<file path="src/rtl/logicnets_readout_pkg.sv">
// rtl/logicnets_readout_pkg.sv - shared readout types: FSM states, counter width, result record
package logicnets_readout_pkg;

    localparam int CNT_W_DEFAULT = 16;

    typedef enum logic [1:0] {
        IDLE  = 2'd0,
        ACCUM = 2'd1,
        HOLD  = 2'd2
    } state_t;

    // Population result as handed to the result FIFO / stream bridge.
    typedef struct packed {
        logic [CNT_W_DEFAULT-1:0] ones;
        logic [CNT_W_DEFAULT-1:0] total;
    } result_t;

endpackage

</file>
<file path="src/rtl/logicnets_shot_accumulator_if.sv">
// rtl/logicnets_shot_accumulator_if.sv - prediction beat input and result output bundle (LOGICNETS_MAJORITY_EN adds m_state)
interface logicnets_shot_accumulator_if #(
    parameter int CNT_W = 16
);
    logic             s_valid;
    logic             s_ready;
    logic             s_bit;
    logic             m_valid;
    logic             m_ready;
    logic [CNT_W-1:0] m_ones;
    logic [CNT_W-1:0] m_total;
`ifdef LOGICNETS_MAJORITY_EN
    logic             m_state;
`endif

`ifdef LOGICNETS_MAJORITY_EN
    modport master (
        output s_valid, s_bit, m_ready,
        input  s_ready, m_valid, m_ones, m_total, m_state
    );

    modport slave (
        input  s_valid, s_bit, m_ready,
        output s_ready, m_valid, m_ones, m_total, m_state
    );
`else
    modport master (
        output s_valid, s_bit, m_ready,
        input  s_ready, m_valid, m_ones, m_total
    );

    modport slave (
        input  s_valid, s_bit, m_ready,
        output s_ready, m_valid, m_ones, m_total
    );
`endif

endinterface

</file>
<file path="src/rtl/logicnets_shot_accumulator.sv">
// rtl/logicnets_shot_accumulator.sv - counts predicted |1> shots over a run; LOGICNETS_MAJORITY_EN adds majority m_state
module logicnets_shot_accumulator
    import logicnets_readout_pkg::*;
#(
    parameter int CNT_W = CNT_W_DEFAULT
) (
    input  logic                          clk,
    input  logic                          rst,
    input  logic                          start,
    input  logic [CNT_W-1:0]              cfg_shots,
    output logic                          busy,
    logicnets_shot_accumulator_if.slave   bus
);

    state_t           state;
    state_t           state_nxt;
    logic [CNT_W-1:0] target;
    logic [CNT_W-1:0] ones;
    logic [CNT_W-1:0] total;
    logic [CNT_W-1:0] ones_nxt;
    logic [CNT_W-1:0] total_nxt;
    logic             s_ready_q;
    logic             m_valid_q;
    logic             busy_q;
    logic             beat;

    // s_ready_q is only ever high in ACCUM, so it doubles as the state qualifier.
    assign beat = bus.s_valid & s_ready_q;

    always_ff @(posedge clk) begin
        if (rst) begin
            state <= IDLE;
        end else begin
            state <= state_nxt;
        end
    end

    always_comb begin
        state_nxt = state;
        ones_nxt  = ones;
        total_nxt = total;
        case (state)
            IDLE: begin
                if (start) begin
                    ones_nxt  = '0;
                    total_nxt = '0;
                    state_nxt = (cfg_shots == '0) ? HOLD : ACCUM;
                end
            end
            ACCUM: begin
                if (beat) begin
                    total_nxt = total + CNT_W'(1);
                    ones_nxt  = ones + CNT_W'(bus.s_bit);
                    if (total_nxt == target) begin
                        state_nxt = HOLD;
                    end
                end
            end
            HOLD: begin
                if (m_valid_q && bus.m_ready) begin
                    state_nxt = IDLE;
                end
            end
            default: state_nxt = IDLE;
        endcase
    end

    // Handshake flags are registered from the next state so they line up with the state itself.
    always_ff @(posedge clk) begin
        if (rst) begin
            target    <= '0;
            ones      <= '0;
            total     <= '0;
            s_ready_q <= 1'b0;
            m_valid_q <= 1'b0;
            busy_q    <= 1'b0;
        end else begin
            if (state == IDLE && start) begin
                target <= cfg_shots;
            end
            ones      <= ones_nxt;
            total     <= total_nxt;
            s_ready_q <= (state_nxt == ACCUM);
            m_valid_q <= (state_nxt == HOLD);
            busy_q    <= (state_nxt != IDLE);
        end
    end

`ifdef LOGICNETS_MAJORITY_EN
    logic m_state_q;

    // Evaluated one bit wider so 2*ones cannot wrap; ties and empty runs give 0.
    always_ff @(posedge clk) begin
        if (rst) begin
            m_state_q <= 1'b0;
        end else if (state != HOLD && state_nxt == HOLD) begin
            m_state_q <= ({ones_nxt, 1'b0} > {1'b0, total_nxt});
        end
    end

    assign bus.m_state = m_state_q;
`endif

    assign bus.s_ready = s_ready_q;
    assign bus.m_valid = m_valid_q;
    assign bus.m_ones  = ones;
    assign bus.m_total = total;
    assign busy        = busy_q;

endmodule

</file>
<file path="src/flat_wrapper.sv">
// flat-port wrapper written by rule: the top's interface ports become plain ports
module logicnets_shot_accumulator_flat import logicnets_readout_pkg::*;
#(
    parameter int CNT_W = CNT_W_DEFAULT
)
  (clk, rst, start, cfg_shots, busy, bus_s_valid, bus_s_bit, bus_m_ready, bus_s_ready, bus_m_valid, bus_m_ones, bus_m_total);
  logicnets_shot_accumulator_if #(.CNT_W(CNT_W)) bus_i ();
  input  logic clk;
  input  logic rst;
  input  logic start;
  input  logic [CNT_W-1:0] cfg_shots;
  output logic busy;
  input wire logic [$bits(bus_i.s_valid)-1:0] bus_s_valid;
  input wire logic [$bits(bus_i.s_bit)-1:0] bus_s_bit;
  input wire logic [$bits(bus_i.m_ready)-1:0] bus_m_ready;
  output wire logic [$bits(bus_i.s_ready)-1:0] bus_s_ready;
  output wire logic [$bits(bus_i.m_valid)-1:0] bus_m_valid;
  output wire logic [$bits(bus_i.m_ones)-1:0] bus_m_ones;
  output wire logic [$bits(bus_i.m_total)-1:0] bus_m_total;
  assign bus_i.s_valid = bus_s_valid;
  assign bus_i.s_bit = bus_s_bit;
  assign bus_i.m_ready = bus_m_ready;
  assign bus_s_ready = bus_i.s_ready;
  assign bus_m_valid = bus_i.m_valid;
  assign bus_m_ones = bus_i.m_ones;
  assign bus_m_total = bus_i.m_total;
  logicnets_shot_accumulator #(.CNT_W(CNT_W)) u_core (.clk(clk), .rst(rst), .start(start), .cfg_shots(cfg_shots), .busy(busy), .bus(bus_i));
endmodule
</file>
<file path="config.mk">
export PLATFORM = sky130hd
export DESIGN_NAME = logicnets_shot_accumulator_flat
export DESIGN_NICKNAME = d
export VERILOG_FILES = /design/src/rtl/logicnets_readout_pkg.sv /design/src/rtl/logicnets_shot_accumulator_if.sv /design/src/rtl/logicnets_shot_accumulator.sv /design/src/flat_wrapper.sv
export SDC_FILE = /design/constraint.sdc
export NUM_CORES = 1
export LEC_CHECK = 0
export CAP_MARGIN = 10
export CORE_ASPECT_RATIO = 0.75
export CORE_UTILIZATION = 51
export DETAILED_ROUTE_END_ITERATION = 16
export HOLD_SLACK_MARGIN = 0.1
export PLACE_DENSITY = 0.89
export SLEW_MARGIN = 25
export SYNTH_ARGS = -nofsm -noshare
export SYNTH_HDL_FRONTEND = slang
export SYNTH_SLANG_ARGS = --single-unit
</file>
<file path="constraint.sdc">
create_clock -name clk -period 2.3 [get_ports clk]
set_clock_uncertainty 0.1 [all_clocks]
set_input_delay 0.46 -clock clk [delete_from_list [all_inputs] [get_ports clk]]
set_output_delay 0.46 -clock clk [all_outputs]
set_load 0.05 [all_outputs]
</file>
### Word-level counts from Yosys, hierarchy flattened

Cells that the tools add are included.

| word-level totals | value |
|---|---|
| register bits after elaboration | 53 |
| input bits | 22 |
| word-level logic and storage cells | 35 |

| operators by class | value |
|---|---|
| add/subtract/negate cells | 2 |
| eq/ne operators | 7 |
| mux-type cells | 11 |
| bitwise logic cells | 1 |
| reductions and logical operators | 7 |

Operators with widths:

| operator | count |
|---|---|
| 16-bit one-hot mux with 2 select lines | 2 |
| 16-bit 2-to-1 mux | 3 |
| 16-bit by 1-bit adder with 16-bit output | 1 |
| 16-bit by 1-bit adder with 16-bit output (second input constant) | 1 |
| 16-bit equality test | 1 |
| 16-bit logical NOT | 1 |
| 2-bit 2-to-1 mux | 5 |
| 2-bit one-hot mux with 3 select lines | 1 |
| 2-bit by 1-bit equality test with 1-bit output (second input constant) | 2 |
| 2-bit equality test (second input constant) | 2 |
| 2-bit nonzero test | 2 |
| 3-bit AND reduction | 1 |
| 1-bit logical AND | 2 |
| 2-bit logical NOT | 1 |
| 2-bit by 1-bit inequality test with 1-bit output (second input constant) | 1 |
| 2-bit inequality test (second input constant) | 1 |
| 1-bit bitwise AND | 1 |

### Longest topological paths before layout

| depth | value |
|---|---|
| depth after elaboration | 6 |
| mapped depth | 7 |
| mapped depth without buffers | 7 |

### Least setup slack after synthesis

OpenSTA, ideal clock, no wires.

| timing | value |
|---|---|
| path kind | register -> register |
| start point | register u_core.total[0], in the netlist u_core.bus.m_total[0] |
| end point | register u_core.s_ready_q, in the netlist u_core.bus.s_ready |
| library setup time | 120 ps |
| data arrival time | 2240 ps |
| setup slack | -160 ps |
| stages on the path, launching flop included | 8 |
| period minus slack after synthesis | 2460 ps |
| cell sequence | dfxtp_1 ha_1 nand3_4 nor3_4 a21boi_1 o311ai_4 nand4_2 o31a_1 |

| between the ends | value |
|---|---|
| longest elaborated chain between the ends | 6 |

Ends and longest elaborated chain:

| item | RTL line | RTL |
|---|---|---|
| start, declared | logicnets_shot_accumulator.sv:19 | `logic [CNT_W-1:0] total;` |
| start signal, assigned | logicnets_shot_accumulator.sv:82 | `total <= total_nxt;` |
| 16-bit by 1-bit adder with 16-bit output | logicnets_shot_accumulator.sv:52 | `total_nxt = total + CNT_W'(1);` |
| 16-bit equality test | logicnets_shot_accumulator.sv:54 | `if (total_nxt == target) begin` |
| 2-bit 2-to-1 mux | logicnets_shot_accumulator.sv:54 |  |
| 2-bit 2-to-1 mux | logicnets_shot_accumulator.sv:51 | `if (beat) begin` |
| 2-bit one-hot mux with 3 select lines | logicnets_shot_accumulator.sv:42 | `case (state)` |
| 2-bit by 1-bit equality test with 1-bit output | logicnets_shot_accumulator.sv:83 | `s_ready_q <= (state_nxt == ACCUM);` |
| end signal, assigned | logicnets_shot_accumulator.sv:83 |  |
| end, declared | logicnets_shot_accumulator.sv:22 | `logic s_ready_q;` |

Every way passes these cells.
A chain may end at the register's enable or synchronous reset.

### Final worst setup path

| timing | value |
|---|---|
| start point | register u_core.total[6], in the netlist u_core.bus.m_total[6] |
| end point | output bus_m_total[6] |

RTL lines:

| item | RTL line | RTL |
|---|---|---|
| end, declared | flat_wrapper.sv:19 | `output wire logic [$bits(bus_i.m_total)-1:0] bus_m_total;` |

No word-level cell between the ends.

==> impl_metrics.toml <==
[outcome]
outcome = "finished clean"

[final_layout]
drive_above_1_share_pct = 10.8
nets = 440
diodes = 0
multiInputGateArea_um2 = 1600
register_area_um2 = 1060
nFillCells = 388
final_common_cell = "nand2_1"
layout_common_cells = "nand2_1 (58), clkdlybuf4s50_1 (51), dfxtp_1 (51)"
area_delta_synth_final_pct = 29.8

[detailed_routing]
antenna_left = 0
drt_first_iter_violations = 328
firstDrtPassIters = 5
totalWireLength_um = 7430
vias_per_cell = 5.77
drc = 0
post_drt_wl_per_cell_um = 15.2
vias = 2814

[setup_path]
critPathLaunch = "u_core.bus.m_total[6]"
critical_path.cell_chain = "clkdlybuf4s50_1"
arrival_ns = 1.69
crit_family = "buffers and inverters"
worstReg2RegStart = "u_core.bus.m_total[1]"
worstSetupPathType = "register to output pin"
critPathSlowestCell = "clkdlybuf4s50_1"
crit_path_end_kind = "output pin"
start_kind = "register"
critPathMaxFanout = 7
critical_path.max_stage_delay_ns = 0.87
required_ns = 1.74
worst-path-buf-inv = 1

[place]
port-buffer-count = 56
hpwl_um = 5620
pre_cts_ws_ns = -0.113
place_congestion = 0.872

[job]
cap_viol_max_count = 0

[power_and_ir_drop]
p_per_area_nw_per_um2 = 484
irDropWorstVdd_mv = 0.365
cellLeakagePower_nw = 1.27
finalPower_mw = 1.74

[clock_network]
cts_sinks = 53
post_cts_buffers = 0
clkTransAtPathRegs_ns = 0.10
clk_latency_ns = 0.31
cts_tree = "done"
postCtsHoldBufs = 0
clockRootBuffer = "clkbuf_8"
cts_buffer_depth = 2
cts_max_level = 2
cts_made_buffers = 5
cts_resized = 0

[timing]
fin_crit_sh_pct = 97.9
final_max_slew_viol_count = 0
period_minus_slack_ns = 2.25
final-hold-violation-count = 0
setup_ws_ns = 0.0491
fmax_ghz = 0.444
setup_viol = 0
hold_slack_ns = 0.379
rsz0062_at_grt = "false"
relSlewSlack_pct = 65.5
worstMarginPinSlew_ns = 0.516

[global_route]
grt_antenna_before_repair = 0
grt_pass1_wl_um = 12000
grt_pass1_vias = 2493
gr-usage-all-layers_pct = 26.9
grt_max_degree = 24
grt-ovfl-total = 0

[floorplanning]
start_util_pct = 54.8
core-area_um2 = 5060
die_x_um = 87.2
num_io_pins = 57
rows = 22
die-area_um2 = 5740
die_h_um = 65.9

[synth]
yosys_warnings = 0
synth_seq_cells = 53
syn_nets = 376
avgSynthCellArea_um2 = 7.91
synth_seq_area_share_pct = 38.2
postSynthCellCount = 351
synthesis.area_um2 = 2780
synth_cell_type_count = 44

[hold_path]
hp-class = "register to register"
hold_start = "u_core.target[15]"
## metal layers
metal	share of wire [%]	track usage, %
met4	0.89	5.53
met3	9.0	4.49
met1	45	37.7
met5	0	0
met2	45	43.7
## sequential cells by signal, indices dropped and copies added (netlist names)
signal,flops
u_core.bus.m_total,16
u_core.state,2
u_core.busy,1
u_core.bus.m_valid,1
u_core.target,16
u_core.bus.m_ones,16
u_core.bus.s_ready,1
## final cells by class
type                    instances  area share [%]
flip-flops and latches         53            29.5
well taps                      72            2.50
multi-input cells             272            44.5
repair buffers                 77            20.1
clock buffers                   6            2.29
clock inverters                 2           0.486
inverters                       6           0.625
## power breakdown
part	internal, mW	switching (mW)
logic	0.101	0.119
clock network	0.250	0.315
registers	0.938	0.0200
## through the flow
stage               instances  cell area [um2]  utilization (%)  setup TNS (ns)
finish                    488             3600             71.1               0
global route              488             3600             71.1               0
CTS                       488             3600             71.0               0
detailed placement        480             3500             69.1          -0.365
global placement          480             3500             69.1               0
floorplan                 351             2780                -               0
## cell usage after synthesis (all sizes together)
master | instances | area (um2)
nand4b | 1 | 8.76
xnor2 | 21 | 184
o2111ai | 1 | 15.0
nand4bb | 1 | 11.3
nand2b | 2 | 12.5
a211o | 1 | 8.76
o31ai | 3 | 22.5
nand3b | 2 | 15.0
nand3 | 15 | 100
nand4 | 10 | 68.8
and2b | 1 | 7.51
and4 | 2 | 17.5
a311oi | 3 | 26.3
a31oi | 1 | 6.26
ha | 3 | 37.5
o311ai | 1 | 26.3
dfxtp | 53 | 1060
and3 | 5 | 31.3
inv | 6 | 22.5
a21boi | 1 | 7.51
clkbuf | 14 | 56.3
nor2 | 40 | 153
o211ai | 1 | 7.51
a21oi | 36 | 180
xor2 | 16 | 140
nor3 | 12 | 76.3
nand2 | 58 | 218
nor4 | 13 | 93.8
nor3b | 1 | 7.51
and2 | 1 | 6.26
o21ai | 15 | 75.1
o31a | 2 | 17.5
o21a | 1 | 7.51
nor2b | 2 | 12.5
buf | 6 | 33.8
## kinds of logic after synthesis
| family | after synthesis | synth area share [%] |
|---|---|---|
| and+or+nand+nor | 166 | 30.3 |
| adders and majority gates | 3 | 1.35 |
| AOI/OAI and AO/OA | 66 | 14.4 |
| xor gates and xnor gates | 37 | 11.7 |
| buffers and inverters | 26 | 4.06 |
| DFF | 53 | 38.2 |
## path summary, 6_finish.rpt
check | cells after the start | endpoint | slack [ns]
setup reg to reg | 7 | u_core.bus.s_ready | 0.17
setup / recovery | 1 | bus_m_total[6] | 0.05
hold / removal | 2 | u_core.target[15] | 0.38
hold reg to reg | 2 | u_core.target[15] | 0.38
(Power assumes the default switching activity.)
